<file path="src/rtl/adpcm_sched_pkg.sv">
// ============================================================================
// adpcm_sched_pkg : shared encodings for the adpcm codec-core scheduler
// Revision: 1.0
// ============================================================================
`default_nettype none

`ifndef GRAY
`define GRAY(n) ((n) ^ ((n) >> 1))
`endif

package adpcm_sched_pkg;

  localparam int c_PCM_W = 16;
  localparam int c_NIB_W = 4;

  localparam logic c_SEL_ENC = 1'b0;
  localparam logic c_SEL_DEC = 1'b1;

  typedef logic [1:0] sched_state_t;

  localparam sched_state_t c_IDLE    = 2'(`GRAY(0));
  localparam sched_state_t c_SETUP   = 2'(`GRAY(1));
  localparam sched_state_t c_WAIT_LO = 2'(`GRAY(2));
  localparam sched_state_t c_WAIT_HI = 2'(`GRAY(3));

  function automatic logic [2:0] sat_inc3(input logic [2:0] v, input logic [2:0] lim);
    return (v >= lim) ? lim : v + 3'd1;
  endfunction

endpackage

`default_nettype wire

</file>
<file path="src/rtl/adpcm_sched_arb.sv">
// ============================================================================
// adpcm_sched_arb : encode/decode grant logic with bounded decode burst
// Revision: 1.0
// ============================================================================
`default_nettype none

module adpcm_sched_arb
  import adpcm_sched_pkg::*;
#(
  parameter int DEC_BURST = 1
) (
  input  logic clk,
  input  logic rstn,
  input  logic enable,
  input  logic enc_valid,
  input  logic dec_valid,
  input  logic accept,
  output logic grant_dec,
  output logic grant_valid
);

  localparam logic [2:0] c_BURST = 3'(DEC_BURST);

  logic [2:0] r_dec_run;

  // decode wins a tie only while it has burst credit left
  always_comb begin
    grant_valid = enc_valid | dec_valid;
    grant_dec   = dec_valid & (~enc_valid | (r_dec_run < c_BURST));
  end

  always_ff @(posedge clk or negedge rstn) begin
    if (!rstn) begin
      r_dec_run <= '0;
    end else if (!enable) begin
      r_dec_run <= '0;
    end else if (accept) begin
      r_dec_run <= grant_dec ? sat_inc3(r_dec_run, c_BURST) : 3'd0;
    end
  end

endmodule

`default_nettype wire

</file>
<file path="src/rtl/adpcm_sched.sv">
// ============================================================================
// adpcm_sched : shares one adpcm codec core between encode and decode users
// Optional job timeout: define ADPCM_SCHED_TIMEOUT_EN.   Revision: 1.0
// ============================================================================
`default_nettype none

module adpcm_sched
  import adpcm_sched_pkg::*;
#(
  parameter int DEC_BURST = 1,
  parameter int TIMEOUT   = 31
) (
  input  logic               clk,
  input  logic               rstn,
  input  logic               enable,
  input  logic               enc_valid,
  input  logic [c_PCM_W-1:0] enc_pcm,
  output logic               enc_ready,
  output logic               enc_done,
  output logic [c_NIB_W-1:0] enc_adpcm,
  input  logic               dec_valid,
  input  logic [c_NIB_W-1:0] dec_adpcm,
  output logic               dec_ready,
  output logic               dec_done,
  output logic [c_PCM_W-1:0] dec_pcm,
  output logic               core_req,
  output logic               core_sel_rx,
  output logic [c_PCM_W-1:0] core_rx_pcm,
  output logic [c_NIB_W-1:0] core_rx_adpcm,
  input  logic               core_ack,
  input  logic [c_PCM_W-1:0] core_tx_pcm,
  input  logic [c_NIB_W-1:0] core_tx_adpcm,
  output logic               busy,
  output logic               err
);

  sched_state_t r_state;
  sched_state_t w_state_nxt;

  logic w_grant_dec;
  logic w_grant_valid;
  logic w_idle;
  logic w_accept;
  logic w_kick;
  logic w_finish;
  logic w_waiting;
  logic w_tmo_hit;

  adpcm_sched_arb #(
    .DEC_BURST (DEC_BURST)
  ) u_arb (
    .clk         (clk),
    .rstn        (rstn),
    .enable      (enable),
    .enc_valid   (enc_valid),
    .dec_valid   (dec_valid),
    .accept      (w_accept),
    .grant_dec   (w_grant_dec),
    .grant_valid (w_grant_valid)
  );

  assign w_waiting = (r_state == c_WAIT_LO) || (r_state == c_WAIT_HI);

`ifdef ADPCM_SCHED_TIMEOUT_EN
  logic [7:0] r_tmo;
  logic       r_err;

  assign w_tmo_hit = w_waiting && (r_tmo == 8'(TIMEOUT - 1));
  assign err       = r_err;

  always_ff @(posedge clk or negedge rstn) begin
    if (!rstn) begin
      r_tmo <= '0;
      r_err <= 1'b0;
    end else if (!enable) begin
      r_tmo <= '0;
      r_err <= 1'b0;
    end else begin
      r_tmo <= w_waiting ? r_tmo + 8'd1 : 8'd0;
      if (w_accept) begin
        r_err <= 1'b0;
      end else if (w_tmo_hit && !w_finish) begin
        r_err <= 1'b1;
      end
    end
  end
`else
  logic [7:0] w_unused_timeout;

  assign w_unused_timeout = 8'(TIMEOUT);
  assign w_tmo_hit        = 1'b0;
  assign err              = 1'b0;
`endif

  // ---------------- state register ----------------
  always_ff @(posedge clk or negedge rstn) begin
    if (!rstn) begin
      r_state <= c_IDLE;
    end else if (!enable) begin
      r_state <= c_IDLE;
    end else begin
      r_state <= w_state_nxt;
    end
  end

  // ---------------- next state ----------------
  always_comb begin
    w_state_nxt = r_state;
    case (r_state)
      c_IDLE:    if (w_accept) w_state_nxt = c_SETUP;
      c_SETUP:   w_state_nxt = c_WAIT_LO;
      c_WAIT_LO: begin
        if (w_tmo_hit) w_state_nxt = c_IDLE;
        else if (!core_ack) w_state_nxt = c_WAIT_HI;
      end
      c_WAIT_HI: begin
        if (core_ack || w_tmo_hit) w_state_nxt = c_IDLE;
      end
      default:   w_state_nxt = c_IDLE;
    endcase
  end

  // ---------------- outputs / strobes ----------------
  // rstn gates ready so the combinational outputs also read 0 during reset
  always_comb begin
    w_idle    = (r_state == c_IDLE) && enable && rstn;
    enc_ready = w_idle & w_grant_valid & ~w_grant_dec;
    dec_ready = w_idle & w_grant_valid & w_grant_dec;
    w_accept  = (enc_ready & enc_valid) | (dec_ready & dec_valid);
    w_kick    = enable && (r_state == c_SETUP);
    w_finish  = enable && (r_state == c_WAIT_HI) && core_ack;
    busy      = (r_state != c_IDLE);
  end

  always_ff @(posedge clk or negedge rstn) begin
    if (!rstn) begin
      core_req      <= 1'b0;
      core_sel_rx   <= c_SEL_ENC;
      core_rx_pcm   <= '0;
      core_rx_adpcm <= '0;
      enc_done      <= 1'b0;
      enc_adpcm     <= '0;
      dec_done      <= 1'b0;
      dec_pcm       <= '0;
    end else if (!enable) begin
      core_req      <= 1'b0;
      core_sel_rx   <= c_SEL_ENC;
      core_rx_pcm   <= '0;
      core_rx_adpcm <= '0;
      enc_done      <= 1'b0;
      enc_adpcm     <= '0;
      dec_done      <= 1'b0;
      dec_pcm       <= '0;
    end else begin
      enc_done <= 1'b0;
      dec_done <= 1'b0;
      if (w_accept) begin
        core_sel_rx   <= w_grant_dec ? c_SEL_DEC : c_SEL_ENC;
        core_rx_pcm   <= w_grant_dec ? '0 : enc_pcm;
        core_rx_adpcm <= w_grant_dec ? dec_adpcm : '0;
      end
      // request flips one edge after sel/data settle on the core inputs
      if (w_kick) begin
        core_req <= ~core_req;
      end
      if (w_finish) begin
        if (core_sel_rx == c_SEL_DEC) begin
          dec_pcm  <= core_tx_pcm;
          dec_done <= 1'b1;
        end else begin
          enc_adpcm <= core_tx_adpcm;
          enc_done  <= 1'b1;
        end
      end
    end
  end

endmodule

`default_nettype wire

</file>
<file path="config.mk">
export PLATFORM = sky130hd
export DESIGN_NAME = adpcm_sched
export DESIGN_NICKNAME = d
export VERILOG_FILES = /design/src/rtl/adpcm_sched_pkg.sv /design/src/rtl/adpcm_sched_arb.sv /design/src/rtl/adpcm_sched.sv
export SDC_FILE = /design/constraint.sdc
export NUM_CORES = 1
export LEC_CHECK = 0
export ABC_AREA = 1
export CORE_UTILIZATION = 38
export CTS_CLUSTER_DIAMETER = 50
export CTS_CLUSTER_SIZE = 12
export DETAILED_ROUTE_END_ITERATION = 7
export PLACE_DENSITY_LB_ADDON = 0.25
export SLEW_MARGIN = 20
export SYNTH_ARGS = -nofsm -noshare
export SYNTH_HDL_FRONTEND = slang
export SYNTH_SLANG_ARGS = --single-unit
</file>
<file path="constraint.sdc">
create_clock -name clk -period 1.4 [get_ports clk]
set_clock_uncertainty 0.05 [all_clocks]
set_input_delay 0.21 -clock clk [delete_from_list [all_inputs] [get_ports clk]]
set_output_delay 0.21 -clock clk [all_outputs]
set_load 0.01 [all_outputs]
</file>
==> metrics.txt <==
DRT antenna net count 0; Synth Instances 244; antenna cell count 0; row cnt 26; final core utilization 71.63%; fin crit share 109.9%; violated checks negative setup slack; Leak Pwr around 2.2 nW; MaxCap Viol Count 0; Die ar. 5941 sq um; final setup violating endpoints 19; Mean Syn Cell Area ~9 sq um; sw frac 27.32%; final non-filler cell total 442; initial antenna violation count 0; first-pass GRT wire length ~9400 um; vias in the first global route 2045; final wirelength 5994 um; Max Fclk 649.8 MHz; setup TNS -1.829 ns; outcome complete, but fails checks; Starting Density 40.65%; clk sinks a little under 50; yosys warns 0; die width around 77 um; Power per Cell Area 808.5 nW/um^2; CTS root buffer clkbuf_8; clock buffer depth 2; area leader, netlist dfrtp_1; Mapped Area 2142 sq um; Synth top cells by count nand2_1 (97), dfrtp_1 (49), nand3_1 (45); CP max stage delay 0.40 ns; CTS tree yes; Worst setup EP type output port; total grt overflow 0; Worst setup SP type register; clk_lat worst skew 0.29 ns; Port Buffer Count 92; largest net degree at the start of global routing 29; GPL Wtd Cong about 0.80; Critical Path RT 1.14 ns; synth top area cells dfrtp_1 (57%), nand2_1 (17%), nand3_1 (11%); power share of the sequential group 49.5%; worst min-delay path class in -> reg; Placed Area between 3000 and 4000 sq um; total CTS buffers 5; Vias 2069; WL/cell 13.56 um; Slew Limit Fails 0; placed wire-length estimate 3816 um; Die Ht 77.08 um; Final WS setup -0.1389 ns; count leader, synth nand2_1; Crit Path Category reg -> out; logic gate share of total power 24.4%; total track usage around 20%; Clk pwr share 26.1%; Area growth, synth to finish 76.23%; number of flops mapped to enable cells by yosys 0; CP max stage cell dfrtp_1; Starting DRT DRC Count 68; Pint 0.002218 W; Worst IR Drop VDD 0.0003680 V; crit path buf inv count 1; Seq cells post-synth 49; NetSw 0.0008339 W; crit-path cells nor2_2 > nand2_2 > a21oi_2 > nor2_2 > buf_2; RSZ-0062 raised after global routing yes; Synthesized Nets 292; share of cells above drive strength 1 30.38%; Nets 419; Reg clk slew, reported paths 0.09 ns; min cycle time layout 1.539 ns; Post-synth ARST share 100.0%; Core Box Area 5270 sq um; Crit path max-delay family flip-flops; 1st-pass router iterations 4; # fillers about 430; WP data arrival 1.28 ns; CP most frequent cell nor2_2; Post-synth top flop dfrtp_1; dpl cells approximately 420; Remaining DRCs 0; Yosys top cell area share 57.24%; H-tree lvl count 2; via-per-instance ratio approximately 4.7; Non-Filler Cell Area, Final 3775 sq um; CP max FO 3; Hold Fails Final Rpt 0; Worst Hold Margin 0.3569 ns; Netlist cell types 25; # IOs 94; sequential fraction of the synthesis area 57.24%
[per-layer routing]
metal	global-route usage (%)	share of wire, %	vias to the layer above
met5	0	0	-
met3	5.476	6.3	4
met2	35.00	51	74
li1	-	-	1025
met1	24.48	42	966
met4	4.528	0.93	0
[state kept, by name, indices dropped and copies added, names as in the netlist]
name and count:
r_state 2, core_sel_rx 1, enc_done 1, u_arb.r_dec_run 3, dec_pcm 16, core_rx_adpcm 4, core_rx_pcm 16, core_req 1
enc_adpcm 4, dec_done 1
[final timing paths]
check	start	endpoint	slack [ns]	cells past startpoint
max in group asynchronous	rstn	core_rx_pcm[11]	0.57	3
max reg2reg	r_state[0]	dec_pcm[8]	-0.11	8
min in group asynchronous	rstn	core_req	0.45	3
min	enable	r_state[1]	0.36	3
min reg2reg	core_rx_pcm[8]	core_rx_pcm[8]	0.42	2
max	u_arb.r_dec_run[1]	enc_ready	-0.14	5
[metrics by stage]
stage               setup WS (ns)  power (W)
floorplan                 0.07029   0.001783
global route              -0.2098   0.003204
global placement          -0.5027   0.002163
CTS                       -0.1238   0.002985
detailed placement        -0.4980   0.002169
finish                    -0.1389   0.003052
[power by group through the flow]
stage          Combinational (W)  Clock (W)  Sequential, W
2_1_floorplan           0.000219          0        0.00156
3_3_place_gp            0.000620          0        0.00154
3_5_place_dp            0.000625          0        0.00154
4_1_cts                 0.000661   0.000816        0.00151
5_1_grt                 0.000807   0.000876        0.00152
6_report                0.000745   0.000795        0.00151
[kinds of logic (layout without fill, tap and decap cells)]
logic type	Yosys count	after routing	share of synthesized area, %
AO/OA/AOI/OAI	8	8	1.985
adder cells (fa/ha/maj)	2	2	1.168
buffers and inverters	28	156	7.125
flip-flops	49	49	57.24
other	1	1	0.1751
AND/OR/NAND/NOR	156	156	32.30
[worst register-to-register path: stages (launching register included)]
cell and delay [ns]:
dfrtp_1 0.41, buf_6 0.13, buf_6 0.12, nor3_4 0.26
nand2_4 0.13, buf_12 0.18, clkinv_8 0.08, nand2_4 0.05
nand2_2 0.06
[area by class of cell]
cell class / count / area [sq um] / share of cell area (%)
repair buffers: 129 / 1236 / 32.75
flip-flops and latches: 49 / 1226 / 32.48
multi-input cells: 167 / 1003 / 26.58
inverters: 17 / 91.34 / 2.420
well taps: 70 / 87.58 / 2.320
clock buffers: 7 / 76.32 / 2.022
repair inverters: 2 / 46.29 / 1.226
clock inverters: 1 / 7.507 / 0.1989
[layout by cell type (no fill, tap or decap), types with 5 or more instances in the layout]
cell	count
nand3_1	30
dfrtp_1	49
inv_1	10
nand3_2	15
buf_6	9
buf_4	23
dlygate4sd2_1	45
nand2_4	14
nand2_2	20
clkbuf_8	5
clkdlybuf4s50_1	43
nand2_1	66
[repair_timing]
action | in CTS | in global routing
hold endpoints to repair | 49 | 0
gates resized for setup | 98 | 51
pin swaps | 21 | 17
gates cloned | 3 | 1
hold buffers | 1 | 0
buffers inserted | 8 | 5
endpoints found under the setup margin | 65 | 46
No activity file was read; power rests on OpenSTA's default activity.
==> patch 1 (same flow settings) <==
Add a define of `ADPCM_SCHED_TIMEOUT_EN`.
--- a/src/rtl/adpcm_sched.sv
+++ b/src/rtl/adpcm_sched.sv
@@ -3,6 +3,8 @@
 // Optional job timeout: define ADPCM_SCHED_TIMEOUT_EN.   Revision: 1.0
 // ============================================================================
 `default_nettype none
+
+`define ADPCM_SCHED_TIMEOUT_EN
 
 module adpcm_sched
   import adpcm_sched_pkg::*;
Check against the original RTL: no difference found for any inputs over 10 cycles, from zero or initial values and one cycle with rstn low; that may be too few to reach the edited logic, so the function may still have changed.
==> patch 1 against the unedited design <==
The run ends with negative hold slack, negative setup slack left. Largest power group is now the clock network. Critical path type is now in2reg. Sequential cell count increased by 9. Area after synthesis up 24%. Worst setup slack lost 0.057 ns. Total power grew 40%. Worst hold slack lost 0.36 ns. Wire length up 6.4%. Final area is 11% higher. Count of clock-buffer cells in the layout increased by 3.
==> patch 1: results (changes against the unedited design) <==
* Hold Crit Class: in2async
* Clock Pin Slew Worst Setup and Hold Paths at 0.07 ns (-0.02 ns)
* P_seq at 1.78 mW (+18%)
* DRT iter0 DRCs at 88 (+29%)
* M3 GR Usage at 5.679% (+0.20 points)
* Final Hold Violating Endpoints at 5 (+5)
* Maximum vdd drop at 0.5823 mV (+58%)
* Met2 Use GR at 32.51% (-2.5 points)
* Hold_ws at -0.001022 ns (-0.3579 ns)
* Failing checks: negative hold slack, negative setup slack
* Final WS setup at -0.1962 ns (-0.05736 ns)
* CTS Buf Count at 9 (+4)
* Total Wirelength at 6380 µm (+6.4%)
* WL met3 at 438 µm (+16%)
* Sequential share of the synthesized area at 54.54% (-2.7 points)
* Met1 usage at 21.77% (-2.7 points)
* Synth area leaders: dfrtp_1 (55%), nand3_1 (9.2%), nand2_1 (8.9%), inv_1 (5.4%), o21ai_2 (3.3%)
* Via density per instance at 4.687 (+0.13%)
* Synth Area in Adders at 1.881% (+0.71 points)
* Worst Setup SP: dec_valid
* Number of H-tree levels at 3 (+1)
* R2r setup slk at -0.18 ns (-0.07 ns)
* Setup violators final at 3 (-16)
* Most instantiated cells after synthesis: nand2_1 (63), dfrtp_1 (58), nand3_1 (49), inv_1 (38), nor2_1 (21)
* Placed insts at 500 (+20%)
* Worst skew pair latency at 0.33 ns (+0.04 ns)
* Vias in the first global route at 2502 (+22%)
* HPWL Detailed at 4398 µm (+15%)
* Worst reg2reg startpoint: u_arb.r_dec_run[0]
* First-pass GRT wire length at 10870 µm (+16%)
* Port Buffers at 93 (+1.1%)
* Share of cells above drive strength 1 at 21.96% (-8.4 points)
* DRT met1 WL at 2633 µm (+4.4%)
* Unique cell type count in the Yosys netlist at 27 (+8.0%)
* Biggest regs: core_rx_pcm: 16 flops, dec_pcm: 16 flops, r_tmo: 8 flops
* Outcome: finished, violations left
* Tot GR Track Use at 18.92% (-1.1 points)
* WP data arrival at 1.77 ns (+0.49 ns)
* Synth Area in Compound Gates at 8.510% (+6.5 points)
* Post-DP Area at 0.003842 mm² (+18%)
* P_leak at 2.177 nW (+0.78%)
* Reg power frac at 41.6% (-7.9 points)
* Place WS at -0.6057 ns (-0.1077 ns)
* Worst R2R Path Depth at 11 (+3)
* CP Class: in2reg
[patch 1: changes by cell type after synthesis, moves of 9 or more]
cell / before / now
dfrtp_1: 49 / 58
inv_1: 11 / 38
nand2_1: 97 / 63
nor2_1: 7 / 21
o21ai_0: 1 / 16
o21ai_2: 0 / 10
[patch 1: critical path, cell delays in order]
cell and delay, ns:
clkdlybuf4s50_1 0.49, inv_1 0.21, a21oi_4 0.06, buf_4 0.13, buf_4 0.12, buf_4 0.11, buf_4 0.12, buf_4 0.12
buf_4 0.12, nand3_2 0.04, nand2_1 0.04
[patch 1: repair_timing]
item,4_1_cts,5_1_grt
pin swaps,6,8
endpoints found under the hold margin,0,0
buffers inserted,7,2
resized for setup,73,27
setup endpoints to repair,84,37
[patch 1: layout make-up]
class / count / area (µm²)
Timing Repair Buffer: 126 / 1149
Sequential cell: 58 / 1451
Fill cell: 609 / 2616
Tap cell: 96 / 120.1
Multi-Input combinational cell: 188 / 1074
Clock buffer: 10 / 127.6
Inverter: 40 / 151.4
Clock inverter: 6 / 105.1
==> patch 2 (same flow settings) <==
Made on the original files. `c_PCM_W`: 16 -> 14.
--- a/src/rtl/adpcm_sched_pkg.sv
+++ b/src/rtl/adpcm_sched_pkg.sv
@@ -10,7 +10,7 @@
 
 package adpcm_sched_pkg;
 
-  localparam int c_PCM_W = 16;
+  localparam int c_PCM_W = 14;
   localparam int c_NIB_W = 4;
 
   localparam logic c_SEL_ENC = 1'b0;
Ports: changed (resized core_rx_pcm, core_tx_pcm, dec_pcm and enc_pcm); port bits go from 94 to 86. The function was not compared with the original's and may differ.
==> patch 2 against the unedited design <==
The flow still finishes with violations (negative setup slack). Highest routed layer unchanged. Area after synthesis fell by 8.4%. Worst setup slack got worse by 0.016 ns. Total power is 8.1% lower. Final area is 14% lower. Final cell count decreased by 7.2%. Sequential cell count is 4 lower. Non-clock buffer count is 12 lower. Die area fell by 8.2%. Worst hold slack lost 0.066 ns. Wire length shrank 17%.
==> patch 2: results (changes against the unedited design) <==
* Final WS setup at -0.1548 ns (-0.01592 ns)
* Buffer share of cell area at 33.13% (+0.38 points)
* M3 GR Usage at 7.682% (+2.2 points)
* Failing checks: negative setup slack
* Share of cells above drive strength 1 at 20.70% (-9.7 points)
* Biggest regs: core_rx_pcm: 14 flops, dec_pcm: 14 flops
* Reg-to-Reg End: core_rx_pcm[5]
* Hold_ws at 0.2906 ns (-0.06623 ns)
* # resized after CTS at 65 (-34%)
* Worst Setup SP: r_state[1]
* Place WS at -0.5498 ns (-0.05178 ns)
* Non-Clock Buffer Count at 117 (-9.3%)
* # fillers at 423 (-0.47%)
* Outcome: finished, violations left
* Seq/total area at 34.79% (+2.3 points)
* Setup violators final at 16 (-3)
* Worst Hold Endpoint: core_sel_rx
* WL met3 at 509 µm (+35%)
* Placer Congestion at 0.7540 (-5.2%)
* Vias post-DR at 1878 (-9.2%)
* Clock group share of total power at 27.3% (+1.2 points)
* TritonRoute pass-1 iters at 6 (+2)
* HPWL Detailed at 3393 µm (-11%)
* Post-Syn Nets at 271 (-7.2%)
* Inverters at 16 (-3)
* DRT iter0 DRCs at 42 (-38%)
* Met2 Use GR at 30.28% (-4.7 points)
* DRT met1 WL at 2119 µm (-16%)
==> patch 2: cell types whose count changed after synthesis, sizes merged, moves of 2 or more <==
cell and delta:
dfrtp -4, clkinv -2, clkbuf +2, nor2 +3, nand2 -6, buf -4, nand3 -4
==> patch 2: kinds of logic after synthesis <==
logic type                 Yosys count  synth area share (%)
AOI/OAI and AO/OA                    6                 1.658
adders and majority gates            2                 1.275
buffers and inverters               25                 6.632
DFF                                 45                 57.40
other                                1                0.1911
and+or+nand+nor                    148                 32.84
==> patch 2: metrics by stage <==
| stage | TNS (ns) | instance area [µm²] |
|---|---|---|
| floorplan | 0 | 1962 |
| global placement | -14.77 | 2985 |
| detailed placement | -15.46 | 2985 |
| CTS | -0.3197 | 3087 |
| global route | -2.519 | 3237 |
| finish | -0.8156 | 3237 |
==> patch 2: worst max-delay path, delay by kind of cell (launching register included) <==
| family | cells | cell delay, ns |
|---|---|---|
| flops | 1 | 0.41 |
| simple gates | 3 | 0.31 |
| buf+inv | 2 | 0.27 |
